[src/rtl/bitperm_pkg.sv]
// Shared types and parameter checks for the bit-permutation pipeline.
package bitperm_pkg;

  typedef enum logic [1:0] {
    PASS     = 2'd0,
    REV_WORD = 2'd1,
    REV_LANE = 2'd2,
    ROT      = 2'd3
  } bitperm_mode_t;

  function automatic bit bitperm_params_ok(input int unsigned width,
                                           input int unsigned lanes);
    return (width >= 2) && (lanes >= 1) && ((width % lanes) == 0);
  endfunction

endpackage

[src/rtl/bitperm_net.sv]
// Purely combinational permutation network: pass, word reverse, lane reverse, rotate.
module bitperm_net
  import bitperm_pkg::*;
#(
  parameter int unsigned WIDTH = 8,
  parameter int unsigned LANES = 2,
  localparam int unsigned RW   = $clog2(WIDTH),
  localparam int unsigned LW   = WIDTH / LANES
) (
  input  logic [WIDTH-1:0] a_i,
  input  bitperm_mode_t    mode_i,
  input  logic [RW-1:0]    rot_i,
  output logic [WIDTH-1:0] a_o
);

  logic [WIDTH-1:0]   rev_word;
  logic [WIDTH-1:0]   rev_lane;
  logic [WIDTH-1:0]   rotated;
  logic [2*WIDTH-1:0] dbl;
  int unsigned        r;

  always_comb begin
    rev_word = '0;
    rev_lane = '0;
    for (int unsigned k = 0; k < WIDTH; k++) begin
      rev_word[k] = a_i[WIDTH-1-k];
    end
    for (int unsigned j = 0; j < LANES; j++) begin
      for (int unsigned m = 0; m < LW; m++) begin
        rev_lane[j*LW+m] = a_i[j*LW+LW-1-m];
      end
    end
    // Left rotate via doubled word; r is reduced so non-power-of-two widths wrap correctly.
    r       = 32'(rot_i) % WIDTH;
    dbl     = {a_i, a_i} << r;
    rotated = dbl[2*WIDTH-1 -: WIDTH];
  end

  always_comb begin
    a_o = a_i;
    unique case (mode_i)
      PASS:     a_o = a_i;
      REV_WORD: a_o = rev_word;
      REV_LANE: a_o = rev_lane;
      ROT:      a_o = rotated;
      default:  a_o = a_i;
    endcase
  end

endmodule

[src/rtl/bitperm_pipe.sv]
// Two-stage valid/ready bit-permutation pipeline: capture register, then permuted output register.
module bitperm_pipe
  import bitperm_pkg::*;
#(
  parameter int unsigned WIDTH = 8,
  parameter int unsigned LANES = 2,
  localparam int unsigned RW   = $clog2(WIDTH)
) (
  input  logic             i_clk,
  input  logic             i_rst,
  input  logic             i_valid,
  output logic             o_ready,
  input  logic [WIDTH-1:0] i_a,
  input  logic [1:0]       i_mode,
  input  logic [RW-1:0]    i_rot,
  output logic             o_valid,
  input  logic             i_ready,
  output logic [WIDTH-1:0] o_a
);

  if (!bitperm_params_ok(WIDTH, LANES)) begin : g_param_err
    $error("bitperm_pipe: WIDTH must be >= 2 and a multiple of LANES");
  end

  logic [WIDTH-1:0] a_q, a_d;
  bitperm_mode_t    mode_q, mode_d;
  logic [RW-1:0]    rot_q, rot_d;
  logic             s1_valid_q, s1_valid_d;
  logic [WIDTH-1:0] out_q, out_d;
  logic             out_valid_q, out_valid_d;
  logic [WIDTH-1:0] perm;
  logic             accept;
  logic             load2;

  bitperm_net #(
    .WIDTH (WIDTH),
    .LANES (LANES)
  ) u_net (
    .a_i    (a_q),
    .mode_i (mode_q),
    .rot_i  (rot_q),
    .a_o    (perm)
  );

  assign o_ready = !i_rst && (!s1_valid_q || !out_valid_q || i_ready);
  assign accept  = i_valid && o_ready;
  assign load2   = s1_valid_q && (!out_valid_q || i_ready);

  always_comb begin
    a_d         = a_q;
    mode_d      = mode_q;
    rot_d       = rot_q;
    s1_valid_d  = s1_valid_q;
    out_d       = out_q;
    out_valid_d = out_valid_q;

    if (load2) begin
      out_d       = perm;
      out_valid_d = 1'b1;
    end else if (out_valid_q && i_ready) begin
      out_valid_d = 1'b0;
    end

    // Accept and hand-off may share an edge: the new beat replaces the one moving to stage 2.
    if (accept) begin
      a_d        = i_a;
      mode_d     = bitperm_mode_t'(i_mode);
      rot_d      = i_rot;
      s1_valid_d = 1'b1;
    end else if (load2) begin
      s1_valid_d = 1'b0;
    end
  end

  always_ff @(posedge i_clk) begin
    if (i_rst) begin
      a_q         <= '0;
      mode_q      <= PASS;
      rot_q       <= '0;
      s1_valid_q  <= 1'b0;
      out_q       <= '0;
      out_valid_q <= 1'b0;
    end else begin
      a_q         <= a_d;
      mode_q      <= mode_d;
      rot_q       <= rot_d;
      s1_valid_q  <= s1_valid_d;
      out_q       <= out_d;
      out_valid_q <= out_valid_d;
    end
  end

  assign o_valid = out_valid_q;
  assign o_a     = out_q;

endmodule

[config.mk]
export PLATFORM = sky130hd
export DESIGN_NAME = bitperm_pipe
export DESIGN_NICKNAME = d
export VERILOG_FILES = /design/src/rtl/bitperm_pkg.sv /design/src/rtl/bitperm_net.sv /design/src/rtl/bitperm_pipe.sv
export SDC_FILE = /design/constraint.sdc
export NUM_CORES = 1
export LEC_CHECK = 0
export ABC_AREA = 1
export CAP_MARGIN = 10
export CELL_PAD_IN_SITES_DETAIL_PLACEMENT = 2
export CELL_PAD_IN_SITES_GLOBAL_PLACEMENT = 2
export CORE_ASPECT_RATIO = 1.2
export CORE_MARGIN = 4
export CORE_UTILIZATION = 29
export CTS_BUF_LIST = sky130_fd_sc_hd__clkbuf_4 sky130_fd_sc_hd__clkbuf_8 sky130_fd_sc_hd__clkbuf_16
export CTS_CLUSTER_SIZE = 14
export DETAILED_ROUTE_END_ITERATION = 10
export PLACE_DENSITY = 0.83
export REMOVE_ABC_BUFFERS = 1
export SYNTH_ARGS = -nofsm -noshare
export SYNTH_HDL_FRONTEND = slang
export SYNTH_SLANG_ARGS = --single-unit
[constraint.sdc]
create_clock -name i_clk -period 1.8 [get_ports i_clk]
set_input_delay 0.54 -clock i_clk [delete_from_list [all_inputs] [get_ports i_clk]]
set_output_delay 0.54 -clock i_clk [all_outputs]
set_load 0.1 [all_outputs]
Yosys cells after proc, flatten, opt, wreduce, memory -nomap -nowiden
Index checks and enable logic that the tools add are counted.
Storage, ports and cells
  register bits after elaboration: 23
  latch bits: 0
  memory bits (writable): 0
  bits in read-only memories: 0
  word-level logic and storage cells: 28
  memories: 0
Cells by class
  add/sub/neg operators: 0
  multiply operators: 0
  div/mod/pow operators: 0
  $lt $le $gt $ge: 0
  equal/unequal tests: 3
  shift-type cells: 1
  muxes and demuxes: 5
  bitwise logic cells: 0
  reductions and logical operators: 13
Operators by type and width (number)
  case mux 8 bit (4 select lines): 1
  left shift 16 x 3 -> 16 bit: 1
  equality test 2 bit, second input constant: 2
  logical AND 1 bit: 4
  two-way mux 1 bit: 4
  nonzero test 2 bit: 2
  logical NOT 1 bit: 3
  logical OR 1 bit: 3
  equality test 2 x 1 -> 1 bit, second input constant: 1
  logical NOT 2 bit: 1

Depth between registers and ports, before layout
Gate-level depths: netlist of run 1.
  depth after elaboration: 6
  gate-level depth with buffers: 10
  gate-level depth less buffers: 9

Hierarchy
Synthesis of run 1 repeated with hierarchy kept, for this count alone.
Unflattened totals
  cell total of the unflattened synthesis: 260
  area total of the unflattened synthesis: 1599.0 µm²
Modules (own cells, without submodules)
  bitperm_pipe: times used 1, cells an instance 147, area each 1042.2 µm²
  bitperm_net: times used 1, cells an instance 113, area each 556.8 µm²

Worst setup path before layout of run 1
OpenSTA, ideal clock, no wires.
  path kind: reg2out
  start: register out_valid_q (netlist: o_valid)
  end: output port o_ready
  data arrival time: 2194 ps
  data required time: 1260 ps
  setup slack: -934 ps
  stages on the path, launching flop included: 4
  buffers on the path: 0
  path through: dfxtp_1 -> nand2_4 -> nor2_4 -> nor2_1
On the way
  longest elaborated chain between the ends: 4
Ends and longest elaborated chain
  from (decl): RTL line bitperm_pipe.sv:30  | logic out_valid_q, out_valid_d;
  from (signal assigned): RTL line bitperm_pipe.sv:89  | out_valid_q <= out_valid_d;
  logical NOT 1 bit: RTL line bitperm_pipe.sv:45  | assign o_ready = !i_rst && (!s1_valid_q || !out_valid_q || i_ready);
  logical OR 1 bit (2 in a row): RTL line bitperm_pipe.sv:45
  logical AND 1 bit: RTL line bitperm_pipe.sv:45
  to (decl): RTL line bitperm_pipe.sv:12  | output logic o_ready,
No other way between the ends.

Worst setup path in the final report of run 1
  start: input port i_ready
  end: output port o_ready
On the way
  longest elaborated chain between the ends: 2
Ends and longest elaborated chain
  from (decl): RTL line bitperm_pipe.sv:17  | input logic i_ready,
  logical OR 1 bit: RTL line bitperm_pipe.sv:45
  logical AND 1 bit: RTL line bitperm_pipe.sv:45
No other way between the ends.

==> impl_metrics.prom, run 1 <==
# TYPE chip_impl_metric gauge
chip_impl_metric{name="design.portCount",unit=""} 27
chip_impl_metric{name="chipHeight",unit="um"} 82.7
chip_impl_metric{name="grt_pass1_vias",unit=""} 1528
chip_impl_metric{name="drc",unit=""} 0
chip_impl_metric{name="max_freq",unit="MHz"} 580
chip_impl_info{name="critical_path.endpoint",value="o_ready"} 1
chip_impl_metric{name="hold_viol_final",unit=""} 0
chip_impl_info{name="mostFrequentLayoutCell",value="nand2_1"} 1
chip_impl_metric{name="detailroute.via_count",unit=""} 1508
chip_impl_metric{name="floorplan.initialDensity",unit=""} 0.309
chip_impl_metric{name="grt_first_pass_wirelength",unit="mm"} 7.80
chip_impl_info{name="crit_path_end_kind",value="output pin"} 1
chip_impl_info{name="cts_tree",value="yes"} 1
chip_impl_metric{name="power.combinational.fraction",unit=""} 0.329
chip_impl_metric{name="clock_tree.htree_level_count",unit=""} 1
chip_impl_info{name="startpoint_types",value="input port"} 1
chip_impl_info{name="crit_start",value="i_ready"} 1
chip_impl_metric{name="design.die.area",unit="um2"} 5810
chip_impl_metric{name="wl_per_cell",unit="um"} 16.3
chip_impl_metric{name="cts_hold_buffers_added",unit=""} 0
chip_impl_metric{name="max_slew.worst_pin.slew",unit="ps"} 627
chip_impl_metric{name="port_buffers",unit=""} 26
chip_impl_metric{name="max-cap-violations",unit=""} 0
chip_impl_info{name="r2r_end",value="o_a[4]$_SDFFE_PP0P_"} 1
chip_impl_metric{name="number_of_iterations_in_the_first_detailed_routing_pass",unit=""} 4
chip_impl_info{name="hp-class",value="reg2reg"} 1
chip_impl_metric{name="core.rowCount",unit=""} 26
chip_impl_metric{name="antenna_left",unit=""} 0
chip_impl_metric{name="finalSetupTns",unit="ps"} 0
chip_impl_metric{name="yosys_reg_bits",unit=""} 23
chip_impl_metric{name="postSynthCellCount",unit=""} 206
chip_impl_info{name="result_of_the_run",value="finished, final reports clean"} 1
chip_impl_metric{name="power.net_switching",unit="W"} 0.000526
chip_impl_metric{name="groute.usage.overall",unit=""} 0.172
chip_impl_metric{name="placed_cell_area",unit="um2"} 1790
chip_impl_info{name="cts_root_buffer",value="clkbuf_8"} 1
chip_impl_metric{name="clk_path_buf_depth",unit=""} 2
chip_impl_metric{name="flop_pwr_share",unit=""} 0.421
chip_impl_info{name="grt_setup_unrepaired",value="no"} 1
chip_impl_metric{name="insertion_delay",unit="ps"} 280
chip_impl_metric{name="syn-mean-instance-area",unit="um2"} 6.54
chip_impl_metric{name="clock-skew-final",unit="ps"} 1.75
chip_impl_metric{name="synth.yosys.warnings",unit=""} 0
chip_impl_metric{name="wl",unit="mm"} 4.75
chip_impl_metric{name="number_of_setup_violations_in_the_final_report",unit=""} 0
chip_impl_metric{name="timing.critical_path.fanout_max",unit=""} 2
chip_impl_metric{name="nNetsFinal",unit=""} 254
chip_impl_metric{name="clockPowerShare",unit=""} 0.250
chip_impl_metric{name="cell_depth_of_the_worst_flop_to_flop_path",unit=""} 9
chip_impl_metric{name="power.switching_fraction",unit=""} 0.370
chip_impl_metric{name="drive_above_1_share",unit=""} 0.148
chip_impl_metric{name="n_antenna_cell",unit=""} 0
chip_impl_metric{name="power_report.internal_total",unit="W"} 0.000896
chip_impl_metric{name="cts_buffers",unit=""} 3
chip_impl_metric{name="area_delta_synth_final",unit="%"} 37.3
chip_impl_metric{name="slew-limit-headroom",unit=""} 0.581
chip_impl_metric{name="number_of_antenna_violations_at_the_first_check_in_global_routing",unit=""} 0
chip_impl_metric{name="place.gp.congestion",unit=""} 0.850
chip_impl_metric{name="avgViaCountPerCell",unit=""} 5.16
chip_impl_metric{name="timing.final.crit_share",unit=""} 0.958
chip_impl_metric{name="final_design_area_no_fill",unit="um2"} 1850
chip_impl_metric{name="final_max_slew_viol_count",unit=""} 0
chip_impl_metric{name="yosysUniqueCellTypes",unit=""} 19
chip_impl_metric{name="die_w",unit="um"} 70.2
chip_impl_metric{name="required",unit="ps"} 1260
chip_impl_metric{name="netlist_area",unit="um2"} 1350
chip_impl_metric{name="power.ir.vdd_worst",unit="mV"} 0.444
chip_impl_metric{name="power.leakage",unit="nW"} 0.770
chip_impl_metric{name="detailedRoute.firstIterationViolations",unit=""} 61
chip_impl_metric{name="final_period_minus_worst_setup_slack",unit="ps"} 1720
chip_impl_metric{name="clock_slew_at_the_register_clock_pins_of_the_worst_setup_and_hold_paths",unit="ps"} 80
chip_impl_metric{name="total_power",unit="W"} 0.00142
chip_impl_metric{name="cts.sink_count",unit=""} 23
chip_impl_info{name="worst-setup-path-type",value="in2out"} 1
chip_impl_metric{name="cellPowerDensity",unit="nW/um2"} 768
chip_impl_info{name="most-common-layout-cells",value="nand2_1 (69), nand3_1 (32), dfxtp_1 (23)"} 1
chip_impl_metric{name="core_region_area",unit="um2"} 4360
chip_impl_metric{name="crit_arrival",unit="ps"} 1180
chip_impl_metric{name="synth-seq-area-share",unit=""} 0.342
chip_impl_metric{name="hpwl",unit="mm"} 3.62
chip_impl_metric{name="congestion_overflow_gr",unit=""} 0
chip_impl_metric{name="slack_of_the_worst_reg_to_reg_path",unit="ps"} 340
chip_impl_metric{name="grt_max_degree",unit=""} 27
chip_impl_info{name="regToRegStartpoint",value="rot_q[0]$_SDFFE_PP0P_"} 1
-- worst max-delay path, stage by stage --
cell	delay, ps
clkdlybuf4s15_1	170
inv_2	70
nand2_4	50
nor2_4	140
nor2_4	50
buf_12	160
-- metrics by stage --
| stage | cells | utilization | hold WS, ps | setup WS, ps |
|---|---|---|---|---|
| floorplan | 197 | - | 467 | -934 |
| global placement | 287 | 0.410 | 497 | -256 |
| detailed placement | 287 | 0.410 | 497 | -288 |
| CTS | 291 | 0.423 | 513 | 31.8 |
| global route | 292 | 0.425 | 539 | 45.6 |
| finish | 292 | 0.425 | 510 | 76.3 |
-- layout make-up --
cell class	instances	area (um2)
clock buffer	4	48.8
fill	535	2510
inverter	17	66.3
multi-input combinational	157	766
sequential	23	460
tap	56	70.1
timing repair buffer	35	439
-- worst min path at each step --
stage / depth (start not counted) / endpoint / slack (ps) / startpoint
global placement: 2 / o_a[2]$_SDFFE_PP0P_ / 500 / o_a[2]$_SDFFE_PP0P_
global route: 2 / o_a[2]$_SDFFE_PP0P_ / 540 / o_a[2]$_SDFFE_PP0P_
floorplan: 2 / o_valid$_SDFFE_PP0P_ / 470 / s1_valid_q$_SDFFE_PP0P_
detailed placement: 2 / o_a[2]$_SDFFE_PP0P_ / 500 / o_a[2]$_SDFFE_PP0P_
CTS: 2 / o_a[2]$_SDFFE_PP0P_ / 510 / o_a[2]$_SDFFE_PP0P_
finish: 2 / o_valid$_SDFFE_PP0P_ / 510 / s1_valid_q$_SDFFE_PP0P_
-- per-layer routing --
| metal | GRT usage | wire length [um] | vias to the layer above |
|---|---|---|---|
| met2 | 0.320 | 2550 | 16 |
| met1 | 0.205 | 2050 | 740 |
| met5 | 0 | 0 | - |
| met3 | 0.0182 | 86 | 5 |
| met4 | 0.0632 | 64 | 0 |
| li1 | - | - | 747 |
-- cell families after synthesis --
| kind of cell | Yosys count | share of synthesized area |
|---|---|---|
| simple gates | 111 | 0.367 |
| compound gates | 46 | 0.196 |
| buf+inv | 26 | 0.0956 |
| flops | 23 | 0.342 |
-- power by group through the flow --
stage / sequential, W / combinational, W / clock [W]
4_1_cts: 0.000598 / 0.000471 / 0.000373
6_report: 0.000598 / 0.000468 / 0.000356
5_1_grt: 0.000605 / 0.000511 / 0.000390
3_3_place_gp: 0.000608 / 0.000454 / 0
3_5_place_dp: 0.000610 / 0.000468 / 0
2_1_floorplan: 0.000686 / 0.000187 / 0
-- registers in the layout, summed over array words and instances, names as in the netlist --
name,cells
mode_q,2
o_a,8
o_valid,1
s1_valid_q,1
rot_q,3
a_q,8
-- synthesized netlist by cell type --
| library cell | number | area share |
|---|---|---|
| clkbuf_1 | 1 | 0.0028 |
| nor2_1 | 4 | 0.011 |
| clkinv_1 | 1 | 0.0028 |
| inv_1 | 13 | 0.036 |
| a21oi_1 | 21 | 0.078 |
| inv_4 | 1 | 0.0046 |
| o21ai_0 | 12 | 0.045 |
| nor3b_4 | 1 | 0.014 |
| nor2_4 | 1 | 0.0084 |
| buf_6 | 3 | 0.025 |
| nand3_1 | 32 | 0.12 |
| nand2_4 | 1 | 0.0084 |
| inv_2 | 2 | 0.0056 |
| nand2_2 | 3 | 0.014 |
| o31ai_1 | 12 | 0.067 |
| dfxtp_1 | 23 | 0.34 |
| o21ai_2 | 1 | 0.0065 |
| buf_2 | 5 | 0.019 |
| nand2_1 | 69 | 0.19 |
-- timing repair --
action                                  4_1_cts  5_1_grt
cloned                                        0        0
resized for setup                             5        1
pin swaps                                     1        2
setup buffers                                 0        1
endpoints found under the setup margin        1        1
Power figures use the tool's default switching activity.
==> inputs of run 2 (changes only) <==
--- a/config.mk
+++ b/config.mk
@@ -17,6 +17,7 @@
 export DETAILED_ROUTE_END_ITERATION = 10
 export PLACE_DENSITY = 0.83
 export REMOVE_ABC_BUFFERS = 1
+export SLEW_MARGIN = 20
 export SYNTH_ARGS = -nofsm -noshare
 export SYNTH_HDL_FRONTEND = slang
 export SYNTH_SLANG_ARGS = --single-unit
==> results of run 2 <==
Final layout, timing and power as in run 1 (identical DEF).
==> inputs of run 3 (changes only) <==
--- a/config.mk
+++ b/config.mk
@@ -7,15 +7,13 @@
 export LEC_CHECK = 0
 export ABC_AREA = 1
 export CAP_MARGIN = 10
-export CELL_PAD_IN_SITES_DETAIL_PLACEMENT = 2
-export CELL_PAD_IN_SITES_GLOBAL_PLACEMENT = 2
 export CORE_ASPECT_RATIO = 1.2
 export CORE_MARGIN = 4
-export CORE_UTILIZATION = 29
+export CORE_UTILIZATION = 33
 export CTS_BUF_LIST = sky130_fd_sc_hd__clkbuf_4 sky130_fd_sc_hd__clkbuf_8 sky130_fd_sc_hd__clkbuf_16
 export CTS_CLUSTER_SIZE = 14
 export DETAILED_ROUTE_END_ITERATION = 10
-export PLACE_DENSITY = 0.83
+export PLACE_DENSITY = 0.55
 export REMOVE_ABC_BUFFERS = 1
 export SLEW_MARGIN = 20
 export SYNTH_ARGS = -nofsm -noshare
==> impl_metrics.prom, run 3 (synthesis results as in run 1) <==
# TYPE chip_impl_metric gauge
chip_impl_metric{name="power.combinational.fraction",unit=""} 0.328
chip_impl_metric{name="dp_slack",unit="ps"} -284
chip_impl_metric{name="cts.sink_count",unit=""} 23
chip_impl_metric{name="clock_tree.htree_level_count",unit=""} 1
chip_impl_metric{name="port_buffers",unit=""} 26
chip_impl_info{name="most-common-layout-cells",value="nand2_1 (69), nand3_1 (32), dfxtp_1 (23)"} 1
chip_impl_info{name="cts_tree",value="yes"} 1
chip_impl_metric{name="clock-skew-final",unit="ps"} 5.81
chip_impl_metric{name="design.die.area",unit="um2"} 5170
chip_impl_metric{name="power.leakage",unit="nW"} 0.771
chip_impl_metric{name="max-cap-violations",unit=""} 0
chip_impl_info{name="result_of_the_run",value="finished, final reports clean"} 1
chip_impl_metric{name="place.gp.congestion",unit=""} 0.921
chip_impl_metric{name="n_antenna_cell",unit=""} 0
chip_impl_metric{name="cts_hold_buffers_added",unit=""} 0
chip_impl_metric{name="power.net_switching",unit="W"} 0.000490
chip_impl_metric{name="avgViaCountPerCell",unit=""} 4.82
chip_impl_metric{name="detailedRoute.firstIterationViolations",unit=""} 145
chip_impl_info{name="mostFrequentLayoutCell",value="nand2_1"} 1
chip_impl_metric{name="slew-limit-headroom",unit=""} 0.652
chip_impl_metric{name="post_layout_nonfiller_instances",unit=""} 291
chip_impl_metric{name="die_w",unit="um"} 66.3
chip_impl_metric{name="hpwl",unit="mm"} 2.71
chip_impl_info{name="regToRegStartpoint",value="rot_q[0]$_SDFFE_PP0P_"} 1
chip_impl_info{name="hp-class",value="reg2reg"} 1
chip_impl_metric{name="wl_per_cell",unit="um"} 11.7
chip_impl_metric{name="drc",unit=""} 0
chip_impl_metric{name="power.switching_fraction",unit=""} 0.359
chip_impl_metric{name="power_report.internal_total",unit="W"} 0.000875
chip_impl_metric{name="floorplan.initialDensity",unit=""} 0.342
chip_impl_metric{name="count_of_placed_standard_cells_including_taps",unit=""} 286
chip_impl_metric{name="timing.critical_path.fanout_max",unit=""} 2
chip_impl_info{name="path_delay_family",value="buffers and inverters"} 1
chip_impl_metric{name="grt_pass1_vias",unit=""} 1307
chip_impl_info{name="grt_setup_unrepaired",value="no"} 1
chip_impl_metric{name="core_region_area",unit="um2"} 3940
chip_impl_metric{name="design.portCount",unit=""} 27
chip_impl_metric{name="antenna_left",unit=""} 0
chip_impl_metric{name="grt_first_pass_wirelength",unit="mm"} 5.75
chip_impl_metric{name="detailroute.via_count",unit=""} 1403
chip_impl_metric{name="insertion_delay",unit="ps"} 270
chip_impl_info{name="startpoint_types",value="input port"} 1
chip_impl_metric{name="final_max_slew_viol_count",unit=""} 0
chip_impl_metric{name="hold_viol_final",unit=""} 0
chip_impl_metric{name="clk_path_buf_depth",unit=""} 2
chip_impl_metric{name="total_power",unit="W"} 0.00137
chip_impl_metric{name="number_of_iterations_in_the_first_detailed_routing_pass",unit=""} 4
chip_impl_info{name="crit_path_end_kind",value="output pin"} 1
chip_impl_metric{name="max_slew.worst_pin.slew",unit="ps"} 520
chip_impl_metric{name="timing.final.crit_share",unit=""} 0.971
chip_impl_metric{name="max_freq",unit="MHz"} 572
chip_impl_metric{name="groute.usage.overall",unit=""} 0.140
chip_impl_metric{name="path_buf_inv",unit=""} 3
chip_impl_info{name="cts_root_buffer",value="clkbuf_8"} 1
chip_impl_metric{name="cpPeakStageDelay",unit="ps"} 240
chip_impl_metric{name="power.ir.vdd_worst",unit="mV"} 0.479
chip_impl_metric{name="clock_slew_at_the_register_clock_pins_of_the_worst_setup_and_hold_paths",unit="ps"} 90
chip_impl_metric{name="drive_above_1_share",unit=""} 0.152
chip_impl_metric{name="number_of_setup_violations_in_the_final_report",unit=""} 0
chip_impl_metric{name="required",unit="ps"} 1260
chip_impl_metric{name="placed_cell_area",unit="um2"} 1780
chip_impl_metric{name="wl",unit="mm"} 3.41
chip_impl_metric{name="cts_buffers",unit=""} 3
chip_impl_metric{name="grt_max_degree",unit=""} 17
chip_impl_metric{name="timing.final.ws_setup",unit="ps"} 51.7
chip_impl_metric{name="crit_arrival",unit="ps"} 1210
chip_impl_metric{name="core.rowCount",unit=""} 25
chip_impl_metric{name="chipHeight",unit="um"} 78
chip_impl_info{name="crit_slowest_cell",value="dlygate4sd2_1"} 1
chip_impl_metric{name="number_of_antenna_violations_at_the_first_check_in_global_routing",unit=""} 0
chip_impl_metric{name="nNetsFinal",unit=""} 255
chip_impl_metric{name="flop_pwr_share",unit=""} 0.434
chip_impl_info{name="crit_start",value="i_ready"} 1
chip_impl_metric{name="cellPowerDensity",unit="nW/um2"} 742
chip_impl_info{name="timing.critical_path.cells",value="dlygate4sd2_1, inv_2, nand2_4, nor2_4, nor2_4, buf_12"} 1
chip_impl_info{name="critPathMostFrequentCell",value="nor2_4"} 1
chip_impl_info{name="worst-setup-path-type",value="in2out"} 1
chip_impl_metric{name="final_util",unit=""} 0.467
chip_impl_metric{name="final_design_area_no_fill",unit="um2"} 1840
chip_impl_metric{name="clockPowerShare",unit=""} 0.238
chip_impl_metric{name="area_delta_synth_final",unit="%"} 36.5
chip_impl_metric{name="congestion_overflow_gr",unit=""} 0
chip_impl_info{name="holdCritStartpoint",value="s1_valid_q$_SDFFE_PP0P_"} 1
chip_impl_metric{name="final_period_minus_worst_setup_slack",unit="ps"} 1750
==> run 3: tightest hold or removal path, delay by kind of cell, from the launching register on <==
kind	cells	cell delay, ps
flip-flops	1	320
buffers and inverters	1	70
AO/OA/AOI/OAI	1	60
==> run 3: metrics by stage <==
step	hold slack [ps]	setup TNS, ps
2_1_floorplan	467	-1500
3_3_place_gp	484	-1380
3_5_place_dp	486	-1260
4_1_cts	498	0
5_1_grt	523	0
6_report	497	0
==> run 3: path summary, 6_finish.rpt <==
check                         endpoint  slack, ps  cells after the start
setup / recovery               o_ready         50                      6
hold reg to reg   o_valid$_SDFFE_PP0P_        500                      2
hold / removal    o_valid$_SDFFE_PP0P_        500                      2
setup reg to reg   o_a[2]$_SDFFE_PP0P_        420                      9
==> run 3: layout make-up <==
class	instances	area [um2]
Multi-Input combinational cell	157	766
Sequential cell	23	460
Tap cell	54	67.6
Clock buffer	3	41.3
Timing Repair Buffer	36	433
Clock inverter	1	5.00
Fill cell	434	2100
Inverter	17	66.3
==> run 3: per-layer routing <==
layer	vias to the layer above	wire, um	track usage
li1	748	-	-
met1	617	1530	0.184
met2	31	1720	0.231
met3	7	106	0.0188
met4	0	55	0.0488
met5	-	0	0
==> run 3: what timing repair did <==
item | in CTS | in global routing
cloned | 0 | 0
setup endpoints to repair | 1 | 1
pin swaps | 2 | 1
endpoints found under the hold margin | 0 | 0
resized for setup | 5 | 0
buffers inserted | 1 | 0
==> run 3: power by group through the flow <==
| stage | registers (W) | logic [W] | clock network [W] |
|---|---|---|---|
| after floorplan | 0.000686 | 0.000187 | 0 |
| after global placement | 0.000605 | 0.000448 | 0 |
| after detailed placement | 0.000605 | 0.000449 | 0 |
| after CTS | 0.000593 | 0.000451 | 0.000330 |
| after global routing | 0.000600 | 0.000489 | 0.000354 |
| final | 0.000593 | 0.000448 | 0.000325 |
